File: config.mk
export PLATFORM = sky130hd
export DESIGN_NAME = pending_encoder4to2
export DESIGN_NICKNAME = d
export VERILOG_FILES = /design/src/rtl/pending_encoder4to2.sv
export SDC_FILE = /design/constraint.sdc
export NUM_CORES = 1
export LEC_CHECK = 0
export ABC_AREA = 1
export BUFFER_PORTS_ARGS = -buffer_cell sky130_fd_sc_hd__buf_2
export CAP_MARGIN = 40
export CORE_AREA = 10 10 47 49
export CTS_CLUSTER_DIAMETER = 40
export DETAILED_ROUTE_END_ITERATION = 12
export DIE_AREA = 0 0 57 59
export HOLD_SLACK_MARGIN = 0.1
export PLACE_DENSITY_LB_ADDON = 0.3
export SLEW_MARGIN = 20
export SYNTH_ARGS = -nofsm -noshare
export SYNTH_HDL_FRONTEND = slang
export SYNTH_SLANG_ARGS = --single-unit
File: constraint.sdc
create_clock -name clk -period 2.6 [get_ports clk]
set_input_delay 0.52 -clock clk [delete_from_list [all_inputs] [get_ports clk]]
set_output_delay 0.52 -clock clk [all_outputs]
set_load 0.01 [all_outputs]
File: src/rtl/pending_encoder4to2.sv
// Pending-request priority encoder with a ready/valid output handshake.
// Requests on i1..i4 are captured into a sticky pending register. The
// highest-priority pending line is presented as a 2-bit code that stays
// stable until the consumer accepts it. A repeated request on a line that
// is already pending raises a sticky overrun flag.
module pending_encoder4to2 (
  input  logic       clk,
  input  logic       rst,
  input  logic       i1,
  input  logic       i2,
  input  logic       i3,
  input  logic       i4,
  input  logic       rdy,
  output logic       y1,
  output logic       y2,
  output logic       vld,
  output logic       ovr,
  output logic [2:0] cnt
);

  localparam logic [0:0] IDLE = 1'b0;
  localparam logic [0:0] HOLD = 1'b1;

  logic [0:0] state_q, state_d;
  logic [3:0] pend_q, pend_d;
  logic [1:0] code_q, code_d;
  logic       ovr_q, ovr_d;
  logic [2:0] cnt_q, cnt_d;

  logic [3:0] req;
  logic       accept;
  logic [3:0] acc_mask;
  logic [3:0] kept;

  // Code of the highest set bit; callers only use it on a non-zero vector.
  function automatic logic [1:0] top_code(input logic [3:0] v);
    logic [1:0] c;
    c = 2'd0;
    if (v[3])      c = 2'd3;
    else if (v[2]) c = 2'd2;
    else if (v[1]) c = 2'd1;
    return c;
  endfunction

  // Number of set bits in the pending vector.
  function automatic logic [2:0] pop4(input logic [3:0] v);
    return {2'b00, v[0]} + {2'b00, v[1]} + {2'b00, v[2]} + {2'b00, v[3]};
  endfunction

  // Next-state logic: merge new requests, retire the accepted one, pick the next code.
  always_comb begin
    req      = {i4, i3, i2, i1};
    accept   = (state_q == HOLD) && rdy;
    acc_mask = accept ? (4'b0001 << code_q) : 4'b0000;
    kept     = pend_q & ~acc_mask;
    pend_d   = kept | req;
    ovr_d    = ovr_q | (|(req & kept));
    cnt_d    = pop4(pend_d);
    state_d  = state_q;
    code_d   = code_q;
    case (state_q)
      IDLE: begin
        if (pend_q != 4'b0000) begin
          code_d  = top_code(pend_q);
          state_d = HOLD;
        end
      end
      HOLD: begin
        if (accept) begin
          if (pend_d != 4'b0000) begin
            code_d  = top_code(pend_d);
            state_d = HOLD;
          end else begin
            state_d = IDLE;
          end
        end
      end
      default: state_d = IDLE;
    endcase
  end

  // State registers with asynchronous reset that clears everything, including the code.
  always_ff @(posedge clk or posedge rst) begin
    if (rst) begin
      state_q <= IDLE;
      pend_q  <= 4'b0000;
      code_q  <= 2'b00;
      ovr_q   <= 1'b0;
      cnt_q   <= 3'b000;
    end else begin
      state_q <= state_d;
      pend_q  <= pend_d;
      code_q  <= code_d;
      ovr_q   <= ovr_d;
      cnt_q   <= cnt_d;
    end
  end

  assign y1  = code_q[1];
  assign y2  = code_q[0];
  assign vld = (state_q == HOLD);
  assign ovr = ovr_q;
  assign cnt = cnt_q;

endmodule
After elaboration in Yosys (flattened, before gate mapping)
Index checks and enable logic that the tools add are counted.
{"block": "classes", "shift": 1, "n_addsub": 3, "eq_ne": 3, "n_reduce_logical": 5, "n_mux": 15, "n_bitwise": 6}
{"cell": "2-bit two-way mux", "n": 7}
{"cell": "4-bit AND", "n": 2}
{"cell": "4-bit nonzero test", "n": 2}
{"cell": "1-bit two-way mux", "n": 5}
{"cell": "4-bit two-way mux", "n": 1}
{"cell": "2-bit by 1-bit inequality test with 1-bit output, second input constant", "n": 2}
{"cell": "4-bit NOT", "n": 1}
{"cell": "4-bit OR", "n": 1}
{"cell": "2-bit one-hot mux with 2 select lines", "n": 1}
{"cell": "4-bit OR reduction", "n": 1}
{"cell": "1-bit by 2-bit << shifter with 4-bit output, first input constant", "n": 1}
{"cell": "2-bit by 1-bit adder with 3-bit output", "n": 1}
{"cell": "3-bit by 1-bit adder with 3-bit output", "n": 1}
{"cell": "3-bit AND reduction", "n": 1}
{"cell": "1-bit by 1-bit adder with 2-bit output", "n": 1}
{"cell": "2-bit inequality test, second input constant", "n": 1}
{"cell": "1-bit one-hot mux with 2 select lines", "n": 1}
{"cell": "1-bit logical AND", "n": 1}
{"cell": "1-bit NOT", "n": 1}
{"cell": "1-bit OR", "n": 1}
{"block": "word_totals", "input_bits": 7, "regBits": 11, "elab_cells": 38}

Longest topological paths before layout
{"block": "logic_depth", "word_depth": 11, "depth_mapped": 10}

Worst setup path before layout
Ideal clock, no wire load.
{"block": "synth_timing", "kind": "in2reg", "startpoint": "in rdy", "endpoint": "reg cnt_q[1] (netlist: cnt[1])", "stages": 6, "t_arrival_ps": 1797, "path_slack_ps": 677, "cell_sequence": "nand2_2 o21ai_1 nand2_1 fa_1 ha_1 ha_1"}
{"block": "synth_via", "elab_chain_cells": 8}
{"element": "start: declaration", "line_no": "13", "source": "input logic rdy,"}
{"element": "1-bit logical AND", "line_no": "53", "source": "accept = (state_q == HOLD) && rdy;"}
{"element": "4-bit two-way mux", "line_no": "54", "source": "acc_mask = accept ? (4'b0001 << code_q) : 4'b0000;"}
{"element": "4-bit NOT", "line_no": "55", "source": "kept = pend_q & ~acc_mask;"}
{"element": "4-bit AND", "line_no": "55"}
{"element": "4-bit OR", "line_no": "56", "source": "pend_d = kept | req;"}
{"element": "via pend_d[1]", "line_no": "25", "source": "logic [3:0] pend_q, pend_d;"}
{"element": "1-bit by 1-bit adder with 2-bit output", "line_no": "47", "source": "return {2'b00, v[0]} + {2'b00, v[1]} + {2'b00, v[2]} + {2'b00, v[3]};"}
{"element": "2-bit by 1-bit adder with 3-bit output", "line_no": "47"}
{"element": "3-bit by 1-bit adder with 3-bit output", "line_no": "47"}
{"element": "via cnt_d[1]", "line_no": "28", "source": "logic [2:0] cnt_q, cnt_d;"}
{"element": "end signal: assignment", "line_no": "95", "source": "cnt_q <= cnt_d;"}
{"element": "end: declaration", "line_no": "28"}
The timed path passes the listed nets, and every way through them passes these cells.
A chain may end at the register's enable or synchronous reset.

Worst setup path in the final report
{"block": "layout_timing", "startpoint": "reg state_q (netlist: vld)", "endpoint": "reg cnt_q[1] (netlist: cnt[1])"}
{"block": "layout_via", "elab_chain_cells": 8}
{"element": "start: declaration", "line_no": "24", "source": "logic [0:0] state_q, state_d;"}
{"element": "start signal: assignment", "line_no": "91", "source": "state_q <= state_d;"}
{"element": "1-bit logical AND", "line_no": "53"}
{"element": "4-bit two-way mux", "line_no": "54"}
{"element": "4-bit NOT", "line_no": "55"}
{"element": "4-bit AND", "line_no": "55"}
{"element": "4-bit OR", "line_no": "56"}
{"element": "via pend_d[1]", "line_no": "25"}
{"element": "1-bit by 1-bit adder with 2-bit output", "line_no": "47"}
{"element": "2-bit by 1-bit adder with 3-bit output", "line_no": "47"}
{"element": "3-bit by 1-bit adder with 3-bit output", "line_no": "47"}
{"element": "via cnt_d[1]", "line_no": "28"}
The timed path passes the listed nets, and every way through them passes these cells.

==> impl_metrics.ini <==
[global_routing]
first_global_vias = 463
overflow = 0
grt_max_degree = 12
grt_antenna_before_repair = 0
track_usage_pct = 7.33
grt_pass1_wl_um = 1900

[clocking]
hold_buffers = 0
clock-root-buffer = clkbuf_4
cts_sinks = 11
cts.repair.resized = 0
clk_pin_slew_ns = 0.07
cts_buffers = 3
post_cts_buffers = 0
cts_tree = yes
clock_path_buffers = 2
clock_latency_ns = 0.26
h-tree-depth = 1

[die]
rows = 14
start_util_pct = 41.0
core_area_um2 = 1400
io_pins = 14
die_h_um = 59
die_w_um = 57
die_area_um2 = 3360

[worst_setup_path]
cpMostUsedCell = ha_1
critical-path-max-stage-delay_ns = 0.50
path_class = reg2reg
path_max_fanout = 6
end_kind = register
critPathSlowestCell = fa_1
cp.required_ns = 2.75
cpLargestDelayFamily = adder cells
worst_setup_path_start_kind = register
worstPathCellList = nand2_2 > o21ai_1 > nand2_1 > fa_1 > ha_1 > ha_1
worstPathArrival_ns = 2.13
crit_buf_inv = 0

[yosys]
netlist_area_um2 = 574
synth_cell_type_count = 17
synth_cells = 68
yosysTopAreaCell = dfrtp_1
ys_seq_area_share_pct = 47.9
synth.top_cells.by_area = dfrtp_1 48%, nand2_1 10%, inv_1 7.8%, ha_1 4.4%, nand2_2 4.4%
synth_top_area_share_pct = 47.9
syn_nets = 78
postSynthAreaPerCell_um2 = 8.45
ys_ff_latch = 11
ys_warn_count = 0

[drt]
drt_first_pass_iters = 4
wirelength_um = 1200
drcViolationCount = 0
drtAntennaViolNets = 0
wl_per_cell_um = 11.9
via_count = 482
avgViaCountPerCell = 4.77
drt_iter0_drc = 13

[layout]
num-nets-final = 96
register_area_um2 = 275
n_fill_cell = 160
diodes = 0
design_area_um2 = 686
area_growth_pct = 19.4
post-route-util_pct = 48.9
drive_above_1_share_pct = 29.4
multiInputGateArea_um2 = 254

[timing]
maxSlewViolCount = 0
clock_skew_ns = 0.00270
slew_headroom_pct = 72.3
rsz0062_at_grt = no
fin_crit_sh_pct = 76.1
hold_viol_final = 0
tns_ns = 0
finalSetupViolations = 0
fin_crit_ns = 1.98
max_freq_mhz = 505
setup_ws_ns = 0.621
tightest_slew_ns = 0.416

[placement]
place.gp.congestion = 0.786
dp_slack_ns = 0.480
placed_area_um2 = 659
io_buffers = 13
dp_hpwl_um = 990

[power_and_ir_drop]
peakVddDrop_v = 0.000307
powerDensity_nw_per_um2 = 571
p_leak_nw = 0.359
power_mw = 0.391

[hold_path]
hold_path_class = in2async

[run_status]
status = finished clean

[flow_run]
cap_violations = 0
-- cell usage in the layout, fill, tap and decap left out, drive strengths merged --
cell type  count
clkbuf         4
ha             2
nor3           2
o21ai          2
nor2           7
buf           13
nand3b         1
inv           12
o221ai         1
fa             1
dfrtp         11
nand2         20
nand3          3
or2            1
a211oi         1
a21oi          4
-- worst reg2reg max path: stages (launching register included) --
cell     delay (ns)
dfrtp_1        0.46
nand2_2        0.10
o21ai_1        0.18
nand2_1        0.16
fa_1           0.50
ha_1           0.20
ha_1           0.26
-- final timing paths --
kind | start | end | slack (ns) | depth (start not counted)
setup / recovery | vld$_DFF_PP0_ | cnt[1]$_DFF_PP0_ | 0.62 | 6
hold / removal | rst | code_q[1]$_DFFE_PP0P_ | 0.23 | 2
setup reg to reg | vld$_DFF_PP0_ | cnt[1]$_DFF_PP0_ | 0.62 | 6
hold reg to reg | ovr$_DFF_PP0_ | ovr$_DFF_PP0_ | 0.49 | 2
max in group asynchronous | rst | pend_q[2]$_DFF_PP0_ | 2.08 | 2
min in group clk | ovr$_DFF_PP0_ | ovr$_DFF_PP0_ | 0.49 | 2
-- cell families after synthesis --
kind of cell	synth area share, %
AO/OA/AOI/OAI	8.71
adder cells (fa/ha/maj)	7.84
buffers and inverters	7.84
flip-flops	47.9
AND/OR/NAND/NOR	27.7
-- final cells by class --
type / count / share of cell area, %
sequential: 11 / 40.1
multi-input combinational: 45 / 37.0
timing repair buffer: 13 / 9.49
inverter: 12 / 6.57
clock buffer: 4 / 3.83
tap: 16 / 2.92
-- cell usage after synthesis --
library cell and n:
o21ai_2 1, inv_1 12, nor2_2 2, or2_2 1, nand2_1 16, nor3_1 2
dfrtp_1 11, o221ai_1 1, o21ai_1 1, fa_1 1, a211oi_1 1, nand3_1 3
nor2_1 5, nand2_2 4, ha_1 2, nand3b_2 1, a21oi_1 4
-- power by group --
part / total, mW / internal (mW) / switching (mW) / leakage [nW]
combinational: 0.0774 / 0.0306 / 0.0468 / 0.231
clock: 0.113 / 0.0594 / 0.0540 / 0.0150
sequential: 0.201 / 0.190 / 0.0106 / 0.113
-- sequential cells by signal, indices dropped and copies added, names as in the netlist --
name	count
cnt	3
code_q	2
ovr	1
pend_q	4
vld	1
-- layer usage --
layer | GRT usage [%] | vias up | share of wire, %
met5 | 0 | - | 0
met4 | 5.03 | 0 | 2.7
met3 | 3.22 | 4 | 5.3
met2 | 12.4 | 8 | 47
met1 | 7.07 | 224 | 45
li1 | - | 246 | -
-- through the flow --
stage	std cells	hold WS, ns
6_report	101	0.231
5_1_grt	101	0.260
4_1_cts	101	0.238
3_5_place_dp	97	0.476
3_3_place_gp	97	0.486
2_1_floorplan	68	0.372
(Power assumes the default switching activity.)
